--- src/rtl/isa_pkg.sv ---
// isa_pkg: shared definitions for the block-structured ISA front end.
// Holds the opcode-class encodings, the fixed field widths, and the packed
// bundle of decoded fields passed from decoder_comb to the decoder register stage.
package isa_pkg;

    localparam logic [2:0] OP_ALU2  = 3'b000;
    localparam logic [2:0] OP_ALUI  = 3'b001;
    localparam logic [2:0] OP_BR    = 3'b010;
    localparam logic [2:0] OP_TGT34 = 3'b011;
    localparam logic [2:0] OP_IMMHI = 3'b100;
    localparam logic [2:0] OP_HDR   = 3'b101;

    localparam int INSTR_W  = 32;
    localparam int OP_W     = 3;
    localparam int PREFIX_W = 3;
    localparam int NALLOC_W = 7;
    localparam int FUNCT_W  = 4;
    localparam int IMMLO_W  = 6;
    localparam int IMMHI_W  = 26;
    localparam int OFFSET_W = 10;
    localparam int TA_W     = 6;
    localparam int TT_W     = 2;

    typedef struct packed {
        logic                illegal;
        logic [OP_W-1:0]     op;
        logic [PREFIX_W-1:0] prefix;
        logic [NALLOC_W-1:0] nalloc;
        logic                end_f;
        logic [FUNCT_W-1:0]  funct;
        logic                immab;
        logic [IMMLO_W-1:0]  immlo;
        logic [IMMHI_W-1:0]  immhi;
        logic [OFFSET_W-1:0] offset;
        logic [TA_W-1:0]     ta1;
        logic [TA_W-1:0]     ta2;
        logic [TA_W-1:0]     ta3;
        logic [TA_W-1:0]     ta4;
        logic [TT_W-1:0]     tt1;
        logic [TT_W-1:0]     tt2;
        logic [TT_W-1:0]     tt3;
        logic [TT_W-1:0]     tt4;
    } dec_fields_t;

endpackage

--- src/rtl/decoder_comb.sv ---
// decoder_comb: combinational field slicer for one instruction word.
// Ports:
//   instruction  in  32-bit instruction word
//   fields       out decoded field bundle; fields not used by the opcode
//                    class are 0, reserved bits are ignored
module decoder_comb
    import isa_pkg::*;
(
    input  logic [INSTR_W-1:0] instruction,
    output dec_fields_t        fields
);

    logic [OP_W-1:0] op;
    assign op = instruction[31:29];

    always_comb begin
        fields    = '0;
        fields.op = op;
        case (op)
            OP_ALU2, OP_ALUI: begin
                fields.funct = instruction[28:25];
                fields.immab = instruction[24];
                fields.immlo = instruction[23:18];
                fields.tt1   = instruction[15:14];
                fields.ta1   = instruction[13:8];
                fields.tt2   = instruction[7:6];
                fields.ta2   = instruction[5:0];
            end
            OP_BR: begin
                fields.funct  = instruction[28:25];
                fields.immab  = instruction[24];
                fields.immlo  = instruction[23:18];
                fields.offset = instruction[9:0];
            end
            OP_TGT34: begin
                fields.tt3 = instruction[15:14];
                fields.ta3 = instruction[13:8];
                fields.tt4 = instruction[7:6];
                fields.ta4 = instruction[5:0];
            end
            OP_IMMHI: begin
                fields.prefix = instruction[28:26];
                fields.immhi  = instruction[25:0];
            end
            OP_HDR: begin
                fields.end_f  = instruction[28];
                fields.nalloc = instruction[6:0];
            end
            default: begin
                // 110/111 are reserved classes: only op and illegal survive
                fields.illegal = 1'b1;
            end
        endcase
    end

endmodule

--- src/rtl/decoder.sv ---
// decoder: single-cycle registered instruction-field decoder.
// Ports:
//   clk, rst          rising-edge clock, synchronous active-high reset
//   instr_valid       instruction word present this cycle
//   instruction       32-bit instruction word
//   out_valid         decoded fields valid (one cycle after instr_valid)
//   illegal           reserved opcode class 110/111
//   op, prefix, nalloc, endF, funct, immab, immlo, immhi, offset,
//   ta1..ta4, tt1..tt4  registered decoded fields
// Fields hold their last value while instr_valid is low.
module decoder
    import isa_pkg::*;
(
    input  logic                clk,
    input  logic                rst,
    input  logic                instr_valid,
    input  logic [INSTR_W-1:0]  instruction,
    output logic                out_valid,
    output logic                illegal,
    output logic [OP_W-1:0]     op,
    output logic [PREFIX_W-1:0] prefix,
    output logic [NALLOC_W-1:0] nalloc,
    output logic                endF,
    output logic [FUNCT_W-1:0]  funct,
    output logic                immab,
    output logic [IMMLO_W-1:0]  immlo,
    output logic [IMMHI_W-1:0]  immhi,
    output logic [OFFSET_W-1:0] offset,
    output logic [TA_W-1:0]     ta1,
    output logic [TA_W-1:0]     ta2,
    output logic [TA_W-1:0]     ta3,
    output logic [TA_W-1:0]     ta4,
    output logic [TT_W-1:0]     tt1,
    output logic [TT_W-1:0]     tt2,
    output logic [TT_W-1:0]     tt3,
    output logic [TT_W-1:0]     tt4
);

    dec_fields_t next_fields;
    dec_fields_t fields_q;
    logic        valid_q;

    decoder_comb u_comb (
        .instruction (instruction),
        .fields      (next_fields)
    );

    always_ff @(posedge clk) begin
        if (rst) begin
            fields_q <= '0;
            valid_q  <= 1'b0;
        end else begin
            valid_q <= instr_valid;
            if (instr_valid)
                fields_q <= next_fields;
        end
    end

    assign out_valid = valid_q;
    assign illegal   = fields_q.illegal;
    assign op        = fields_q.op;
    assign prefix    = fields_q.prefix;
    assign nalloc    = fields_q.nalloc;
    assign endF      = fields_q.end_f;
    assign funct     = fields_q.funct;
    assign immab     = fields_q.immab;
    assign immlo     = fields_q.immlo;
    assign immhi     = fields_q.immhi;
    assign offset    = fields_q.offset;
    assign ta1       = fields_q.ta1;
    assign ta2       = fields_q.ta2;
    assign ta3       = fields_q.ta3;
    assign ta4       = fields_q.ta4;
    assign tt1       = fields_q.tt1;
    assign tt2       = fields_q.tt2;
    assign tt3       = fields_q.tt3;
    assign tt4       = fields_q.tt4;

endmodule

--- config.mk ---
export PLATFORM = sky130hd
export DESIGN_NAME = decoder
export DESIGN_NICKNAME = d
export VERILOG_FILES = /design/src/rtl/isa_pkg.sv /design/src/rtl/decoder_comb.sv /design/src/rtl/decoder.sv
export SDC_FILE = /design/constraint.sdc
export NUM_CORES = 1
export LEC_CHECK = 0
export BUFFER_PORTS_ARGS = -buffer_cell sky130_fd_sc_hd__clkbuf_2
export CAP_MARGIN = 15
export CORE_MARGIN = 5
export CORE_UTILIZATION = 46
export DETAILED_ROUTE_END_ITERATION = 10
export MAX_ROUTING_LAYER = met4
export PLACE_DENSITY_LB_ADDON = 0.12
export SLEW_MARGIN = 15
export SYNTH_ARGS = -nofsm -noshare
export SYNTH_HDL_FRONTEND = slang
export SYNTH_HIERARCHICAL = 1
export SYNTH_SLANG_ARGS = --single-unit
--- constraint.sdc ---
create_clock -name clk -period 0.8 [get_ports clk]
set_input_delay 0.04 -clock clk [delete_from_list [all_inputs] [get_ports clk]]
set_output_delay 0.04 -clock clk [all_outputs]
set_load 0.02 [all_outputs]
After elaboration in Yosys (flattened, before gate mapping)

Index checks and enable logic that the tools add are counted.

Register bits: 95
Bits of input ports: 35

Eq/ne operators: 5
Multiplexer cells: 10
Reduce and logical (&&, ||, !) cells: 4

Operators by type and width:

| operator                                       | number |
|---|---|
| two-way mux 26 bit                             | 1 |
| two-way mux 12 bit                             | 2 |
| two-way mux 11 bit                             | 1 |
| two-way mux 10 bit                             | 1 |
| two-way mux 4 bit                              | 2 |
| two-way mux 8 bit                              | 1 |
| == test 3 x 2 -> 1 bit (second input constant) | 2 |
| == test 3 bit (second input constant)          | 2 |
| OR reduction 6 bit                             | 1 |
| == test 3 x 1 -> 1 bit (second input constant) | 1 |
| zero test 3 bit                                | 1 |
| two-way mux 3 bit                              | 1 |
| OR reduction 3 bit                             | 1 |
| OR reduction 2 bit                             | 1 |
| two-way mux 1 bit                              | 1 |

Depth between registers and ports, before layout

Depth after elaboration: 3
Mapped depth: 5
Mapped depth without buffers: 4

Cells and area by module

Netlist, hierarchy kept.

Modules (own cells, without submodules):

| module       | instances | cells each | area each (µm²) | seq. area each (µm²) |
|---|---|---|---|---|
| decoder      | 1         | 306        | 3,378.2         | 1,901.8 |
| decoder_comb | 1         | 119        | 669.4           | 0.0 |

Least setup slack after synthesis

No wires, ideal clock.

Kind: input port to flip-flop
From: in instruction[29]
To: reg fields_q (netlist bit ta3[0])
Arrival: 0.692 ns
Data required time: 0.672 ns
Path slack: -0.020 ns
Cell stages on the path: 5
Buffers on the path: 1
Path through: and3b_1 -> buf_2 -> and2_1 -> mux2i_1 -> nor2_1

RTL lines:

| element              | line          | source |
|---|---|---|
| start, declared      | decoder.sv:17 | `input logic [INSTR_W-1:0] instruction,` |
| end signal, assigned | decoder.sv:55 | `fields_q <= next_fields;` |
| end, declared        | decoder.sv:40 | `dec_fields_t fields_q;` |

Worst setup path in the final report

From: reg fields_q (netlist bit tt4[0])
To: out tt4[0]

RTL lines:

| element       | line          | source |
|---|---|---|
| end, declared | decoder.sv:36 | `output logic [TT_W-1:0] tt4` |

No word-level cell between the ends.

==> impl_results.md <==
* Run status: finished, violations left
* Failing checks: setup timing
* Floorplan row count at 34
* DRT iter0 DRCs at 137
* Mapped Cells at 425
* VDD IR max at around 0.89 mV
* Post-synth net total at 460
* Synth cell types at 18
* Final nets at just under 600
* First-pass GRT wire length at about 18000 um
* Die width at approximately 100 um
* Initial antenna violation count at 0
* Critical Path RT at 0.76 ns
* Final worst-path cycle share at 111%
* WP buf/inv at 1
* Final Hold Vio Count at 0
* Critical path arrival at 0.85 ns
* Core area at between 8000 and 9000 um^2
* Pin count of the biggest net entering global routing at 56
* Detailed Place HPWL at 7230 um
* Net Sw Frac at roughly a quarter
* Worst path max stage delay at about 0.36 ns
* Seq/Total Area, Yosys at 47.0%
* Die Span Y at between 100 and 150 um
* Synthesized flop and latch total at between 90 and 100
* Die area at about 11000 um^2
* Max Cap Viol at 0
* Fmax at 1130 MHz
* Setup violators final at 96
* Root buffer cell: clkbuf_8
* Mapped cell area at approximately 4000 um^2
* Num ports at 130
* Hold-fix buffer count after cts at 0
* Placer Congestion at 0.794
* Slowest cell on crit path: dfxtp_4
* CTS H-tree depth at 3
* Antenna Violating Nets Remaining at 0
* Family with the most delay on the worst path: flip-flops
* Slew headroom at approximately 73%
* Final Skew at 0 ns
* Yosys warnings at 6
* Routed WL at about 11000 um
* Leak at ~3.0 nW
* CP endpoint kind: primary output
* Number of CTS-inserted buffers at 9
* Psw at around 2.4 mW
* Via density at around 5.1
* Bufs on Longest Clock Path at 2
* Sequential share of power at 52.0%
* Port Buffers at between 100 and 150
* Final Util at 72.1%
* Combinational share of power at roughly 14%
* Final WS setup at -0.0882 ns
* Internal power at a little over 7 mW
* Routed via count at roughly 3400
* Diode count at 0
* CTS tree: built
* Pwr Density at between 1500 and 2000 nW/um^2
* RSZ-0062 raised after global routing: true
* Critical path start-end classification: flop to primary output
* Crit path cell chain: buf_8
* Syn Area/Cell at approximately 9.5 um^2
* Tot GR Track Use at between 20% and 30%
* Area Overhead vs Synth at 53.8%
* Max Slew Vio Count at 0
* Layout cells sized above 1 at 48.7%
* CTS sink cnt at 95
* Drt pass-1 iters at 4
* Starting density of the core at 46.9%
* Post-route DRC at 0
* Worst-Margin Slew at 0.410 ns
* Hold WC Path Type: input pin to flop
* Power, Total at between 9 and 10 mW
* Critical path launch point type: flop
* Grt ovf at 0
* Number of global-route vias before repair at roughly 3400
* Fillcell total at ~620
* Clk pwr share at approximately a third
* Crit-path max FO at 2
* Worst-Skew Late Latency at 0.35 ns
* WL per Instance at ~17 um
* Min Tclk post-route at between 0.8 and 0.9 ns
* Clock slew seen by the registers of the worst setup and hold paths at approximately 0.09 ns
==> registers in the layout, summed over array words and instances (netlist names), 2 cells and up <==
register and cells:
tt2 2, ta2 6, tt4 2, immlo 6, offset 10, prefix 3, funct 4, immhi 26
ta4 6, nalloc 7, ta1 6, op 3, tt3 2, ta3 6, tt1 2
==> final cells by class <==
class / instances / area (um^2) / share of cell area, %
flip-flops and latches: 95 / 2030 / 32.6
repair buffers: 161 / 1930 / 31.1
multi-input cells: 295 / 1930 / 31.0
clock buffers: 11 / 141 / 2.27
well taps: 108 / 135 / 2.17
clock inverters: 5 / 57.6 / 0.925
==> worst paths after layout <==
kind | from | endpoint | slack (ns) | cells after the start
setup / recovery | tt4[0]$_SDFFE_PP0P_ | tt4[0] | -0.09 | 1
hold / removal | instruction[22] | immlo[4]$_SDFFE_PP0P_ | 0.03 | 4
setup reg to reg | offset[2]$_SDFFE_PP0P_ | offset[2]$_SDFFE_PP0P_ | -0.06 | 4
hold reg to reg | immlo[4]$_SDFFE_PP0P_ | immlo[4]$_SDFFE_PP0P_ | 0.51 | 2
==> Yosys cell counts <==
library cell,n,area [um^2]
dfxtp_1,95,1900
and2_1,54,338
and3b_1,1,8.76
nor2_1,112,420
clkbuf_2,1,5.00
a21oi_1,1,5.00
buf_4,8,60.1
clkbuf_1,11,41.3
nand2b_1,1,6.26
nor3b_2,1,12.5
mux2i_1,94,941
buf_8,6,90.1
buf_2,8,40.0
buf_1,1,3.75
nor2b_1,1,6.26
and3_1,21,131
or2_2,1,6.26
nand2_1,8,30.0
==> what timing repair did <==
item                                    CTS  global route
setup buffers                             6             6
resized for setup                       287           103
endpoints found under the setup margin  116           115
pin swaps                                 0             2
==> cell families (layout without fill, tap and decap cells) <==
| family | Yosys count | count (layout) | share of synthesized area [%] |
|---|---|---|---|
| and+or+nand+nor | 200 | 200 | 23.7 |
| DFF | 95 | 95 | 47.0 |
| muxes | 94 | 94 | 23.2 |
| buffers and inverters | 35 | 177 | 5.94 |
| AOI/OAI and AO/OA | 1 | 1 | 0.124 |
==> per-stage QoR <==
| stage | area (um^2) | TNS [ns] | hold WS [ns] | worst slack, ns | instances |
|---|---|---|---|---|---|
| finish | 6220 | -6.20 | 0.0270 | -0.0882 | 675 |
| CTS | 6020 | -9.19 | 0.0150 | -0.119 | 669 |
| detailed placement | 4820 | -24.29 | 0.401 | -0.433 | 647 |
| global route | 6220 | -9.46 | 0.0349 | -0.124 | 675 |
| global placement | 4820 | -22.85 | 0.392 | -0.378 | 647 |
| floorplan | 4060 | 0 | 0.269 | 0.00244 | 425 |
==> routing by layer <==
layer | global-route usage (%) | part of all wire [%] | vias to the layer above
met5 | - | 0 | -
met4 | 6.01 | 0.68 | 0
met3 | 4.42 | 5.2 | 9
met2 | 34.6 | 51 | 104
met1 | 26.2 | 43 | 1648
li1 | - | - | 1650
==> power groups by stage <==
stage	registers (mW)	logic (mW)	clock network, mW
after floorplan	5.10	0.612	0
after global placement	4.99	1.11	0
after detailed placement	4.99	1.12	0
after CTS	4.91	1.28	3.29
after global routing	4.94	1.44	3.51
final	4.93	1.34	3.20
==> cell usage in the layout (no fill, tap or decap), drive strengths merged <==
cell type	netlist	routed
and2	54	54
nand2	8	8
bufinv	0	1
mux2i	94	94
clkbuf	12	43
buf	23	129
clkinv	0	4
or2	1	1
nor3b	1	1
and3	21	21
nor2b	1	1
and3b	1	1
nand2b	1	1
a21oi	1	1
nor2	112	112
dfxtp	95	95
No activity file was read; power rests on OpenSTA's default activity.
